## src/rtl/iir_filter_mc_if.sv

```systemverilog
// Sample/clear/output bundle for iir_filter_mc.
// The DUT takes the slave modport. The driving side takes the master modport.
interface iir_filter_mc_if #(
  parameter int WIDTH    = 16,
  parameter int CHANNELS = 4
);
  localparam int CW = $clog2(CHANNELS);

  logic                       in_valid;
  logic [CW-1:0]              in_channel;
  logic signed [WIDTH-1:0]    in_sample;
  logic [CHANNELS-1:0]        clear_mask;
  logic                       out_valid;
  logic [CW-1:0]              out_channel;
  logic signed [WIDTH-1:0]    out_sample;

  modport master (
    output in_valid, in_channel, in_sample, clear_mask,
    input  out_valid, out_channel, out_sample
  );

  modport slave (
    input  in_valid, in_channel, in_sample, clear_mask,
    output out_valid, out_channel, out_sample
  );
endinterface

```

## src/rtl/iir_filter_mc.sv

```systemverilog
// Multi-channel first-order IIR: y += (x - y) >>> SHIFT, two-stage pipeline with same-channel forwarding.
// Define IIR_FILTER_PRIME_EN so that the first sample on an unprimed channel loads y directly.
module iir_filter_mc #(
  parameter int WIDTH    = 16,
  parameter int CHANNELS = 4,
  parameter int SHIFT    = 4
) (
  input  logic            clk,
  input  logic            reset,
  iir_filter_mc_if.slave  bus
);
  localparam int CW = $clog2(CHANNELS);
  localparam int DW = WIDTH + 1;

  logic signed [WIDTH-1:0] y_cur [CHANNELS];
`ifdef IIR_FILTER_PRIME_EN
  logic [CHANNELS-1:0]     p_cur;
  logic                    s1_primed;
`endif

  logic                    s1_hit;
  logic                    s1_fwd;
  logic                    s1_clr;
  logic signed [WIDTH-1:0] s1_y;
  logic signed [DW-1:0]    s1_diff;
  logic signed [DW-1:0]    s1_shifted;
  logic                    shift_msb_unused;

  logic                    s2_valid_q, s2_valid_d;
  logic [CW-1:0]           s2_ch_q, s2_ch_d;
  logic signed [WIDTH-1:0] s2_base_q, s2_base_d;
  logic signed [WIDTH-1:0] s2_step_q, s2_step_d;
  logic signed [WIDTH-1:0] y_new;

  logic                    out_valid_q, out_valid_d;
  logic [CW-1:0]           out_channel_q, out_channel_d;
  logic signed [WIDTH-1:0] out_sample_q, out_sample_d;

  // y_new always lies between y and x, so the WIDTH-bit sum cannot wrap.
  assign y_new            = s2_base_q + s2_step_q;
  assign shift_msb_unused = s1_shifted[WIDTH];

  // Stage 1: pick up y[c], where a clear beats forwarding and forwarding beats stored state.
  always_comb begin
    s1_hit = bus.in_valid && (int'(bus.in_channel) < CHANNELS);
    s1_fwd = s2_valid_q && (s2_ch_q == bus.in_channel);
    s1_clr = bus.clear_mask[bus.in_channel];

    s1_y = y_cur[bus.in_channel];
    if (s1_fwd) s1_y = y_new;
    if (s1_clr) s1_y = '0;

    s1_diff    = {bus.in_sample[WIDTH-1], bus.in_sample} - {s1_y[WIDTH-1], s1_y};
    s1_shifted = s1_diff >>> SHIFT;

    s2_valid_d = s1_hit;
    s2_ch_d    = s2_ch_q;
    s2_base_d  = s2_base_q;
    s2_step_d  = s2_step_q;
    if (s1_hit) begin
      s2_ch_d   = bus.in_channel;
      s2_base_d = s1_y;
      s2_step_d = s1_shifted[WIDTH-1:0];
    end

`ifdef IIR_FILTER_PRIME_EN
    s1_primed = p_cur[bus.in_channel];
    if (s1_fwd) s1_primed = 1'b1;
    if (s1_clr) s1_primed = 1'b0;
    if (s1_hit && !s1_primed) begin
      s2_base_d = bus.in_sample;
      s2_step_d = '0;
    end
`endif
  end

  always_ff @(posedge clk or posedge reset) begin
    if (reset) begin
      s2_valid_q <= 1'b0;
      s2_ch_q    <= '0;
      s2_base_q  <= '0;
      s2_step_q  <= '0;
    end else begin
      s2_valid_q <= s2_valid_d;
      s2_ch_q    <= s2_ch_d;
      s2_base_q  <= s2_base_d;
      s2_step_q  <= s2_step_d;
    end
  end

  // Per-channel state. A clear wins over a stage-2 write landing in the same cycle.
  for (genvar gi = 0; gi < CHANNELS; gi++) begin : g_ch
    logic                    wr;
    logic signed [WIDTH-1:0] y_q, y_d;

    always_comb begin
      wr  = s2_valid_q && (s2_ch_q == CW'(gi));
      y_d = y_q;
      if (bus.clear_mask[gi]) y_d = '0;
      else if (wr)            y_d = y_new;
    end

    always_ff @(posedge clk or posedge reset) begin
      if (reset) y_q <= '0;
      else       y_q <= y_d;
    end

    assign y_cur[gi] = y_q;

`ifdef IIR_FILTER_PRIME_EN
    logic p_q, p_d;

    always_comb begin
      p_d = p_q;
      if (bus.clear_mask[gi]) p_d = 1'b0;
      else if (wr)            p_d = 1'b1;
    end

    always_ff @(posedge clk or posedge reset) begin
      if (reset) p_q <= 1'b0;
      else       p_q <= p_d;
    end

    assign p_cur[gi] = p_q;
`endif
  end

  // Stage 2 outputs. The data holds its last value whenever no sample completes.
  always_comb begin
    out_valid_d   = s2_valid_q;
    out_channel_d = out_channel_q;
    out_sample_d  = out_sample_q;
    if (s2_valid_q) begin
      out_channel_d = s2_ch_q;
      out_sample_d  = y_new;
    end
  end

  always_ff @(posedge clk or posedge reset) begin
    if (reset) begin
      out_valid_q   <= 1'b0;
      out_channel_q <= '0;
      out_sample_q  <= '0;
    end else begin
      out_valid_q   <= out_valid_d;
      out_channel_q <= out_channel_d;
      out_sample_q  <= out_sample_d;
    end
  end

  assign bus.out_valid   = out_valid_q;
  assign bus.out_channel = out_channel_q;
  assign bus.out_sample  = out_sample_q;

endmodule

```

## src/flat_wrapper.sv

```systemverilog
// flat-port wrapper written by rule: the top's interface ports become plain ports
module iir_filter_mc_flat 
#(
  parameter int WIDTH    = 16,
  parameter int CHANNELS = 4,
  parameter int SHIFT    = 4
)
  (clk, reset, bus_in_valid, bus_in_channel, bus_in_sample, bus_clear_mask, bus_out_valid, bus_out_channel, bus_out_sample);
  iir_filter_mc_if #(.WIDTH(WIDTH), .CHANNELS(CHANNELS)) bus_i ();
  input  logic clk;
  input  logic reset;
  input wire logic [$bits(bus_i.in_valid)-1:0] bus_in_valid;
  input wire logic [$bits(bus_i.in_channel)-1:0] bus_in_channel;
  input wire logic [$bits(bus_i.in_sample)-1:0] bus_in_sample;
  input wire logic [$bits(bus_i.clear_mask)-1:0] bus_clear_mask;
  output wire logic [$bits(bus_i.out_valid)-1:0] bus_out_valid;
  output wire logic [$bits(bus_i.out_channel)-1:0] bus_out_channel;
  output wire logic [$bits(bus_i.out_sample)-1:0] bus_out_sample;
  assign bus_i.in_valid = bus_in_valid;
  assign bus_i.in_channel = bus_in_channel;
  assign bus_i.in_sample = bus_in_sample;
  assign bus_i.clear_mask = bus_clear_mask;
  assign bus_out_valid = bus_i.out_valid;
  assign bus_out_channel = bus_i.out_channel;
  assign bus_out_sample = bus_i.out_sample;
  iir_filter_mc #(.WIDTH(WIDTH), .CHANNELS(CHANNELS), .SHIFT(SHIFT)) u_core (.clk(clk), .reset(reset), .bus(bus_i));
endmodule
```

## config.mk

```make
export PLATFORM = sky130hd
export DESIGN_NAME = iir_filter_mc_flat
export DESIGN_NICKNAME = d
export VERILOG_FILES = /design/src/rtl/iir_filter_mc_if.sv /design/src/rtl/iir_filter_mc.sv /design/src/flat_wrapper.sv
export SDC_FILE = /design/constraint.sdc
export NUM_CORES = 1
export LEC_CHECK = 0
export BUFFER_PORTS_ARGS = -buffer_cell sky130_fd_sc_hd__buf_2
export CORE_MARGIN = 5
export CORE_UTILIZATION = 60
export CTS_CLUSTER_DIAMETER = 50
export DETAILED_ROUTE_END_ITERATION = 8
export PLACE_DENSITY_LB_ADDON = 0.12
export SYNTH_ARGS = -nofsm -noshare
export SYNTH_HDL_FRONTEND = slang
export SYNTH_SLANG_ARGS = --single-unit
```

## constraint.sdc

```tcl
create_clock -name clk -period 5.05 [get_ports clk]
set_input_delay 0.2525 -clock clk [delete_from_list [all_inputs] [get_ports clk]]
set_output_delay 0.2525 -clock clk [all_outputs]
set_load 0.01 [all_outputs]
```

==> qor.csv, run 1 <==
stage;metric;value;unit
outcome;outcome;complete, no violations;
finish;area_growth;14.9;%
grt;grtUsageTotal;26.1;%
synth;syn_area;6200;um^2
worst_hold_path;min_path_type;in2reg;
placement;dp_cells;734;
sta;fin_crit;4.28;ns
die;start_util;60.8;%
finish;diodes;0;
die;pin_count;44;
synth;synth_top_area_cell;dfrtp_1;
route;drcViolationCount;0;
cts;postCtsSetupBuffers;0;
finish;fin_nets;674;
die;core_area;10200;um^2
worst_setup_path;critPathMaxStageDelay;0.44;ns
placement;routabilityCongestion;0.922;
grt;grt_pass1_vias;5013;
pwr;ir_drop;0.406;mV
sta;worst_pin_slew;1.03;ns
worst_setup_path;critPathRequiredTime;5.44;ns
synth;seq_area_frac_synth;46.4;%
worst_setup_path;critPathTopFamily;compound AO/OA/AOI/OAI gates;
sta;finalMaxSlewViolations;0;
synth;ys_warn_count;0;
placement;dp_slack;0.882;ns
route;avgViaCountPerCell;6.29;
sta;slew_headroom;31.2;%
cts;numCtsBuffers;17;
cts;clk_pin_slew;0.05;ns
worst_setup_path;path_cells;ha_1 -> fa_1 -> a211o_1 -> o211ai_1 -> nand2_1 -> a41oi_1 -> xnor2_1 -> nand2_1 -> a21o_1 -> ha_1 -> nor2b_1 -> o21ai_0 -> nand2b_1 -> or3_1 -> o21bai_1 -> nand4b_1 -> o311ai_1;
synth;synthCells;579;
synth;synth_top_area_share;46.4;%
die;dieArea;12500;um^2
sta;setup_tns;0;ns
sta;period_share;84.8;%
synth;ys_ff_latch;115;
worst_setup_path;path_class;reg2reg;
finish;layout-drive-gt1-share;20.1;%
route;wl_per_cell;19.9;um
pwr;p_per_area;472;nW/um^2
grt;gr-total-overflow;0;
placement;dpl.hpwl;10600;um
route;ant_nets;0;
route;wirelength;15300;um
cts;root_buffer;clkbuf_8;
cts;cts_tree;done;
sta;setup_slack;0.766;ns
die;die_x;112;um
worst_setup_path;critPathSlowestCell;fa_1;
cts;clk_latency;0.52;ns
cts;hold_buffers;1;
grt;grt_pass1_wl;25700;um
synth;synthArstFlopShare;100;%
synth;synth_ff_type;dfrtp_1;
placement;port-buffer-count;43;
cts;clock-sinks;115;
worst_setup_path;crit_path_max_fanout;6;
route;vias;4821;
cts;cts_buffer_depth;2;
sta;rsz0062_at_grt;false;
cts;htreeDepth;4;
worst_setup_path;worst-path-buf-inv;0;
route;drtPass1Iterations;5;
synth;synth_area_leaders;dfrtp_1, a22o_1, mux4_2;
sta;max_freq;0.233;GHz
sta;finalSetupViolCount;0;
synth;synth_edf_count;0;
cts;cts-resized-gates;0;
sta;finalHoldViolations;0;
route;drtIter0Drc;371;
synth;syn-mean-instance-area;10.7;um^2
worst_setup_path;cp-end-kind;register;
synth;netlist-cell-type-count;53;
pwr;leakage;3.23;nW
finish;final_cells;767;
die;num_rows;37;
grt;antenna_found_initial;0;
synth;synth_fp_nets;635;
grt;grt_max_degree;74;
pwr;power;3.36;mW
job;drv_cap;0;
sta;clock_skew;0.00494;ns
die;die_h;112;um
worst_setup_path;crit_arrival;4.67;ns
worst_setup_path;startpoint_type;register;
cells in the mapped netlist, types with 3 or more instances:
master	instances
and3_1	3
buf_2	3
o21bai_1	3
nor3_1	5
a21o_1	16
xor2_1	9
nand3_1	7
a21oi_1	25
mux2_2	21
o21a_1	6
a31oi_1	8
nor4_1	3
inv_1	12
a22o_1	50
nand2b_1	6
clkbuf_1	25
mux4_2	17
ha_1	30
or2_2	4
o31ai_1	3
nor2_1	36
a211o_1	4
nand4_1	3
a211oi_1	5
or3_1	3
nand2_1	69
o21ai_0	42
xnor2_1	16
dfrtp_1	115
path summary, 6_finish.rpt:
| path | start | to | slack, ns | depth (start not counted) |
|---|---|---|---|---|
| max | u_core.s2_base_q[0] | u_core.s2_step_q[11] | 0.77 | 17 |
| min | bus_clear_mask[2] | u_core.g_ch[2].y_q[14] | 0.14 | 3 |
| max reg2reg | u_core.s2_base_q[0] | u_core.s2_step_q[11] | 0.77 | 17 |
| min reg2reg | u_core.g_ch[2].y_q[8] | u_core.g_ch[2].y_q[8] | 0.48 | 2 |
| max in group asynchronous | reset | u_core.s2_step_q[9] | 3.48 | 4 |
| min in group asynchronous | reset | u_core.bus.out_channel[1] | 0.46 | 3 |
flip-flops by register name, summed over array words and instances (netlist names):
| name | flops |
|---|---|
| u_core.out_valid_d | 1 |
| u_core.s2_base_q | 16 |
| u_core.bus.out_sample | 16 |
| u_core.bus.out_channel | 2 |
| u_core.s2_ch_q | 2 |
| u_core.g_ch.y_q | 64 |
| u_core.bus.out_valid | 1 |
| u_core.s2_step_q | 13 |
worst reg2reg max path, cell delays in order, from the launching register on:
cell and delay [ns]:
dfrtp_1 0.39, ha_1 0.24, fa_1 0.44, a211o_1 0.28, o211ai_1 0.17, nand2_1 0.12, a41oi_1 0.28, xnor2_1 0.31
nand2_1 0.11, a21o_1 0.19, ha_1 0.33, nor2b_1 0.15, o21ai_0 0.14, nand2b_1 0.11, or3_1 0.34, o21bai_1 0.28
nand4b_1 0.16, o311ai_1 0.15
metal layers:
layer,track usage [%],wire [um],vias to the layer above
li1,-,-,2222
met1,35.7,6850,2427
met2,41.4,7320,148
met3,6.74,909,24
met4,8.19,196,0
met5,0,0,-
cell type report:
class,instances,area [um^2]
inverter,12,47.5
sequential,115,2880
fill,731,3060
timing repair buffer,50,270
clock buffer,23,447
tap,136,170
clock inverter,9,130
multi-input combinational,422,3180
stage by stage:
stage	area [um^2]	utilization (%)	hold slack (ns)
2_1_floorplan	6200	-	0.284
3_3_place_gp	6540	64.2	0.458
3_5_place_dp	6540	64.2	0.468
4_1_cts	7120	69.9	0.124
5_1_grt	7120	69.9	0.146
6_report	7120	69.9	0.138
report_power, final:
part           switching (mW)  internal, mW  leakage (nW)
registers               0.105          1.09          1.51
clock network           0.414         0.763         0.280
logic                   0.596         0.400          1.45
total                    1.11          2.25          3.23
cell families after synthesis:
family | Yosys count | share of synthesized area [%]
and+or+nand+nor | 146 | 10.4
muxes | 39 | 10.2
xor gates and xnor gates | 25 | 3.53
buffers and inverters | 42 | 2.60
AOI/OAI and AO/OA | 181 | 20.5
DFF | 115 | 46.4
adders and majority gates | 31 | 6.38
cell usage in the layout (no fill, tap or decap), types with 7 or more instances in the layout:
master and n:
a21o_1 16, a21oi_1 25, a22o_1 50, buf_2 43, clkbuf_16 16, dfrtp_1 115
ha_1 30, inv_1 11, mux2_2 21, mux4_2 17, nand2_1 69, nand3_1 7
nor2_1 36, o21ai_0 42, xnor2_1 16, xor2_1 9
(Power assumes the default switching activity.)
==> run 2, diff against run 1 <==
--- a/config.mk
+++ b/config.mk
@@ -7,7 +7,7 @@
 export LEC_CHECK = 0
 export BUFFER_PORTS_ARGS = -buffer_cell sky130_fd_sc_hd__buf_2
 export CORE_MARGIN = 5
-export CORE_UTILIZATION = 60
+export CORE_UTILIZATION = 55
 export CTS_CLUSTER_DIAMETER = 50
 export DETAILED_ROUTE_END_ITERATION = 8
 export PLACE_DENSITY_LB_ADDON = 0.12
==> constraint.sdc (replaced) <==
create_clock -name clk -period 3.6 [get_ports clk]
set_input_delay 0.18 -clock clk [delete_from_list [all_inputs] [get_ports clk]]
set_output_delay 0.18 -clock clk [all_outputs]
set_load 0.01 [all_outputs]
==> run 2 against run 1 <==
Effect of this change:
- the flow now finishes with violations (negative setup slack)
- combinational power up 92%
- largest cell class unchanged
- critical path type unchanged
- register-to-register slack got worse by 0.81 ns
- sequential share of layout area down 4.2 points
- critical endpoint unchanged
==> qor.csv, run 2 (same netlist as run 1, synthesis figures left out) <==
stage;metric;value;unit;change
sta;slew_headroom;29.3;%;-1.8 points
finish;layout-drive-gt1-share;34.0;%;+14 points
worst_setup_path;path_class;reg2reg;;
finish;largest_reg_flops;64;;unchanged
worst_setup_path;reg2reg_to;u_core.s2_step_q[11];;
route;avgViaCountPerCell;6.11;;-2.8%
finish;regMostFlops;u_core.g_ch.y_q;;
pwr;p_per_area;666;nW/um^2;+41%
cts;root_buffer;clkbuf_16;;
route;drtPass1Iterations;5;;unchanged
grt;gr-total-overflow;0;;unchanged
route;ant_nets;0;;unchanged
die;die_h;116;um;+4.0%
worst_setup_path;crit_arrival;3.96;ns;-0.71 ns
route;drcViolationCount;0;;unchanged
route;wirelength;16900;um;+11%
cts;cts_tree;done;;
pwr;ir_drop;0.494;mV;+22%
sta;worst_pin_slew;1.06;ns;+0.0273 ns
grt;grt_pass1_wl;27000;um;+5.1%
outcome;violations;negative setup slack;;
die;pin_count;44;;unchanged
finish;area_growth;28.2;%;
sta;fin_crit;3.65;ns;-0.637 ns
worst_setup_path;crit_path_max_fanout;4;;-2
outcome;outcome;finished, violations left;;
sta;rsz0062_at_grt;true;;
worst_setup_path;startpoint_type;register;;
worst_setup_path;crit_end;u_core.s2_step_q[11];;
cts;numCtsBuffers;17;;unchanged
placement;port-buffer-count;43;;unchanged
die;start_util;56.7;%;-4.2 points
finish;fin_nets;736;;+9.2%
worst_setup_path;reg2reg_slack;-0.05;ns;-0.81 ns
sta;finalMaxSlewViolations;0;;unchanged
finish;diodes;0;;unchanged
cts;clk_latency;0.42;ns;-0.10 ns
worst_setup_path;cp-end-kind;register;;
finish;fin_util;72.7;%;+2.7 points
pwr;leakage;3.61;nW;+12%
cts;cts_buffer_depth;2;;unchanged
placement;routabilityCongestion;0.929;;+0.73%
sta;finalHoldViolations;0;;unchanged
die;dieArea;13500;um^2;+8.3%
route;wl_per_cell;20.3;um;+2.1%
job;drv_cap;0;;unchanged
cts;hold_buffers;0;;-1
sta;period_share;101;%;+16 points
cts;clock-sinks;115;;unchanged
cts;clk_pin_slew;0.06;ns;about the same
sta;setup_slack;-0.0468;ns;-0.813 ns
worst_setup_path;rr_worst_depth;16;;-1
route;drtIter0Drc;354;;-4.6%
grt;grt_pass1_vias;5354;;+6.8%
sta;max_freq;0.274;GHz;+17%
cts;htreeDepth;4;;unchanged
finish;final_common_cell;dfrtp_1;;
finish;final_cell_mix;dfrtp_1, nand2_1, buf_4;;
grt;grtUsageTotal;26.3;%;+0.13 points
worst_setup_path;critPathLaunch;u_core.s2_step_q[1];;
grt;antenna_found_initial;0;;unchanged
pwr;power;5.29;mW;+57%
die;die_x;116;um;+4.0%
finish;final_cells;832;;+8.5%
grt;grt_max_degree;84;;+14%
worst_hold_path;min_path_type;in2async;;
worst_setup_path;rr_startpoint;u_core.s2_step_q[1];;
placement;dpl.hpwl;11400;um;+7.6%
die;num_rows;38;;+2.7%
sta;finalSetupViolCount;4;;+4
sta;clock_skew;0.00990;ns;+0.00496 ns
die;core_area;10900;um^2;+7.4%
placement;dp_cells;789;;+7.5%
route;vias;5085;;+5.5%
worst_setup_path;critPathRequiredTime;3.91;ns;-1.53 ns
## run 2: cell count changes in the layout (fill, tap and decap cells not counted), moves of 5 or more
cell / previous run / this run
a21oi_1: 25 / 15
a21oi_2: 1 / 10
buf_4: 6 / 66
ha_4: 0 / 8
ha_1: 30 / 22
o21ai_0: 42 / 37
## run 2: timing repair
| action | in CTS | in global routing |
|---|---|---|
| gates resized for setup | 14 | 45 |
| setup endpoints to repair | 8 | 9 |
| buffers inserted | 3 | 9 |
| pin swaps | 6 | 32 |
## run 2: final cells by class
class	count	area [um^2]
clock buffer	20	447
timing repair buffer	112	744
sequential	115	2880
clock inverter	11	153
multi-input combinational	422	3500
tap	140	175
inverter	12	47.5
fill	758	2990
## run 2: critical path, stage by stage, from the launching register on
cell	delay, ns
dfrtp_1	0.43
buf_6	0.14
fa_2	0.39
buf_4	0.16
a21o_1	0.17
a21oi_2	0.14
xnor2_1	0.15
nand2_1	0.08
a21o_1	0.22
ha_4	0.28
o211ai_1	0.15
a21boi_4	0.23
o221ai_4	0.19
a21oi_4	0.30
buf_4	0.17
o21bai_4	0.08
o311ai_1	0.27
## run 2: where the power goes
group	internal, mW	leakage [nW]	total [mW]	switching [mW]
Sequential	1.52	1.51	1.67	0.143
Combinational	0.899	1.82	1.91	1.01
Clock	1.11	0.284	1.71	0.608
## run 2: per-stage QoR
stage,hold WS (ns),TNS [ns],setup slack (ns),cell area [um^2]
floorplan,0.211,-0.0266,-0.0266,6240
global placement,0.460,-0.272,-0.0878,6960
detailed placement,0.470,-0.845,-0.199,6960
CTS,0.0365,-0.0351,-0.0248,7640
global route,0.106,-1.31,-0.219,7950
finish,0.00145,-0.0916,-0.0468,7950
## run 2: how the worst min path moves through the flow
stage	start	to	cells past startpoint
floorplan	bus_in_valid	u_core.out_valid_d	0
global placement	u_core.g_ch[0].y_q[8]	u_core.g_ch[0].y_q[8]	2
detailed placement	u_core.g_ch[0].y_q[8]	u_core.g_ch[0].y_q[8]	2
CTS	reset	u_core.g_ch[2].y_q[12]	2
global route	reset	u_core.g_ch[2].y_q[12]	2
finish	reset	u_core.g_ch[3].y_q[13]	2
## run 2: metal layers
metal | wire length (um) | share of wire, % | GRT usage [%] | vias to the layer above
met3 | 1150 | 6.8 | 6.84 | 28
met1 | 7320 | 43 | 34.6 | 2527
met5 | 0 | 0 | 0 | -
li1 | - | - | - | 2347
met2 | 8150 | 48 | 42.3 | 183
met4 | 303 | 1.8 | 9.51 | 0
==> run 3, diff against run 2 <==
--- a/config.mk
+++ b/config.mk
@@ -6,8 +6,9 @@
 export NUM_CORES = 1
 export LEC_CHECK = 0
 export BUFFER_PORTS_ARGS = -buffer_cell sky130_fd_sc_hd__buf_2
+export CORE_ASPECT_RATIO = 0.7
 export CORE_MARGIN = 5
-export CORE_UTILIZATION = 55
+export CORE_UTILIZATION = 45
 export CTS_CLUSTER_DIAMETER = 50
 export DETAILED_ROUTE_END_ITERATION = 8
 export PLACE_DENSITY_LB_ADDON = 0.12
==> run 3 against run 2 <==
Effect of this change:
- the flow still finishes with violations (negative setup slack)
- cell area grew 0.14%
- clock skew shrank 0.0014 ns
- flip-flop and latch count is the same
- via count shrank 0.41%
- non-clock buffer count grew 4
- clock power is essentially flat
- final cell count grew 6.0%
- clock-buffer cell count grew 1
- worst hold slack gained 0.17 ns
==> qor.csv, run 3 (same netlist as run 1, synthesis figures left out) <==
stage;metric;value;unit;change
finish;final_cell_area;7960;um^2;+0.14%
worst_setup_path;critPathTopFamily;compound AO/OA/AOI/OAI gates;;
worst_setup_path;critPathRequiredTime;3.89;ns;-0.02 ns
sta;max_freq;0.270;GHz;-1.4%
placement;dp_cells;841;;+6.6%
finish;regMostFlops;u_core.g_ch.y_q;;
finish;area_growth;28.4;%;
route;wl_per_cell;19.5;um;-4.0%
route;wirelength;17200;um;+1.8%
finish;final_cells;882;;+6.0%
pwr;combPwrFrac;34.9;%;-1.2 points
finish;fillers;1114;;+47%
grt;antenna_found_initial;0;;unchanged
cts;cts_buffer_depth;2;;unchanged
sta;rsz0062_at_grt;true;;
sta;slew_headroom;20.1;%;-9.2 points
route;drcViolationCount;0;;unchanged
cts;clk_pin_slew;0.06;ns;about the same
die;pin_count;44;;unchanged
sta;finalSetupViolCount;5;;+1
sta;fin_crit;3.70;ns;+0.0520 ns
sta;period_share;103;%;+1.4 points
cts;htreeDepth;4;;unchanged
finish;fin_nets;740;;+0.54%
pwr;ir_drop;0.399;mV;-19%
die;die_x;150;um;+29%
finish;final_common_cell;dfrtp_1;;
die;die_h;108;um;-6.9%
pwr;leakage;3.63;nW;+0.49%
sta;finalMaxSlewViolations;0;;unchanged
cts;root_buffer;clkbuf_16;;
sta;worst_pin_slew;1.19;ns;+0.138 ns
worst_setup_path;startpoint_type;register;;
placement;port-buffer-count;43;;unchanged
route;drtIter0Drc;364;;+2.8%
worst_setup_path;path_cells;ha_4 -> fa_2 -> buf_4 -> buf_4 -> xor2_2 -> nand2_1 -> a21o_1 -> ha_4 -> o21a_1 -> o211ai_1 -> a21boi_4 -> o221ai_4 -> a21oi_4 -> buf_6 -> o31ai_4 -> xnor2_1 -> mux2_4;;
pwr;clkPwrFrac;33.0;%;+0.6 points
finish;layout-drive-gt1-share;32.1;%;-1.8 points
grt;grtUsageTotal;22.2;%;-4.1 points
placement;dpl.hpwl;12200;um;+6.9%
job;drv_cap;0;;unchanged
pwr;p_switching;1.71;mW;-3.1%
finish;seqCellArea;2880;um^2;unchanged
finish;multi_input_area;3410;um^2;-2.6%
grt;gr-total-overflow;0;;unchanged
worst_setup_path;worst-path-buf-inv;3;;unchanged
pwr;swShare;33.1;%;-0.23 points
cts;numCtsBuffers;17;;unchanged
sta;clock_skew;0.00851;ns;-0.00139 ns
worst_hold_path;min_path_type;in2reg;;
worst_setup_path;critPathSlowestCell;dfrtp_1;;
die;core_area;13300;um^2;+22%
outcome;violations;negative setup slack;;
cts;clk_latency;0.41;ns;about the same
finish;largest_reg_flops;64;;unchanged
route;ant_nets;0;;unchanged
outcome;outcome;finished, violations left;;
die;dieArea;16300;um^2;+20%
worst_setup_path;crit_path_max_fanout;4;;unchanged
die;num_rows;35;;-7.9%
worst_setup_path;path_class;reg2reg;;
grt;grt_max_degree;69;;-18%
worst_setup_path;crit_arrival;3.99;ns;+0.03 ns
pwr;p_per_area;649;nW/um^2;-2.5%
sta;whs;0.174;ns;+0.173 ns
route;drtPass1Iterations;5;;unchanged
pwr;seqPwrFrac;32.1;%;+0.6 points
route;avgViaCountPerCell;5.74;;-6.1%
worst_setup_path;reg2reg_slack;-0.1;ns;-0.05 ns
grt;grt_pass1_wl;27400;um;+1.4%
worst_setup_path;critPathMaxStageDelay;0.42;ns;about the same
grt;grt_pass1_vias;5021;;-6.2%
worst_setup_path;cp-end-kind;register;;
cts;cts_tree;done;;
sta;setup_slack;-0.0987;ns;-0.0520 ns
cts;clock-sinks;115;;unchanged
die;start_util;46.6;%;-10 points
pwr;p_int;3.46;mW;-2.1%
placement;place_area;7060;um^2;+1.6%
route;vias;5064;;-0.41%
finish;final_cell_mix;dfrtp_1, buf_4, nand2_1;;
sta;finalHoldViolations;0;;unchanged
finish;diodes;0;;unchanged
placement;routabilityCongestion;0.841;;-9.5%
run 3: changes by cell type in the layout (fill, tap and decap cells not counted), moves of 3 or more:
cell and delta:
a21oi_1 +4, a21oi_2 -5, buf_4 +4, clkbuf_8 +3, clkinv_4 +3, ha_4 -3, o21ai_1 +3, o21ai_2 -3
run 3: final cells by class:
cell class,count,area share [%]
multi-input combinational,422,42.9
sequential,115,36.2
timing repair buffer,116,9.83
clock buffer,21,6.04
tap,185,2.91
clock inverter,11,1.59
inverter,12,0.597
run 3: power groups by stage:
stage | sequential (mW) | clock (mW) | combinational [mW]
final | 1.66 | 1.70 | 1.81
after global routing | 1.69 | 1.80 | 1.97
after CTS | 1.65 | 1.73 | 1.73
after detailed placement | 1.67 | 0 | 1.69
after global placement | 1.67 | 0 | 1.67
after floorplan | 1.69 | 0 | 0.972
run 3: metrics by stage:
| stage | util [%] | power [mW] | worst slack (ns) | TNS (ns) |
|---|---|---|---|---|
| after floorplan | - | 2.66 | -0.0266 | -0.0266 |
| after global placement | 53.1 | 3.34 | -0.168 | -0.493 |
| after detailed placement | 53.1 | 3.36 | -0.214 | -0.745 |
| after CTS | 58.1 | 5.11 | 0.00231 | 0 |
| after global routing | 59.8 | 5.46 | -0.283 | -1.65 |
| final | 59.8 | 5.17 | -0.0987 | -0.304 |
run 3: repair_timing:
item                                    in CTS  in global routing
hold buffers                                 1                  0
pin swaps                                    5                 14
resized for setup                           12                 27
endpoints found under the setup margin       8                  9
buffers inserted                             2                  6
hold endpoints to repair                    47                  0
run 3: per-layer routing:
metal	vias up	part of all wire, %	global-route usage [%]
met3	19	7.1	4.57
met1	2512	48	33.5
li1	2358	-	-
met4	0	1.3	7.44
met5	-	0	0
met2	175	44	31.7
run 3: worst reg2reg max path: cells and delay by family, from the launching register on:
kind	cells	cell delay (ns)
buffers and inverters	3	0.41
xor gates and xnor gates	2	0.27
and+or+nand+nor	1	0.08
DFF	1	0.42
AOI/OAI and AO/OA	7	1.39
muxes	1	0.26
adders and majority gates	3	0.75
run 3: worst paths after layout:
kind                                        startpoint                        end  cells after the start
worst max-delay path               u_core.s2_base_q[0]        u_core.s2_step_q[9]                     17
worst min-delay path                 bus_clear_mask[3]     u_core.g_ch[3].y_q[15]                      3
worst max register to register     u_core.s2_base_q[0]        u_core.s2_step_q[9]                     17
worst min register to register  u_core.g_ch[2].y_q[12]     u_core.g_ch[2].y_q[12]                      2
max in group asynchronous                        reset      u_core.g_ch[1].y_q[6]                      4
min in group asynchronous                        reset  u_core.bus.out_channel[0]                      3
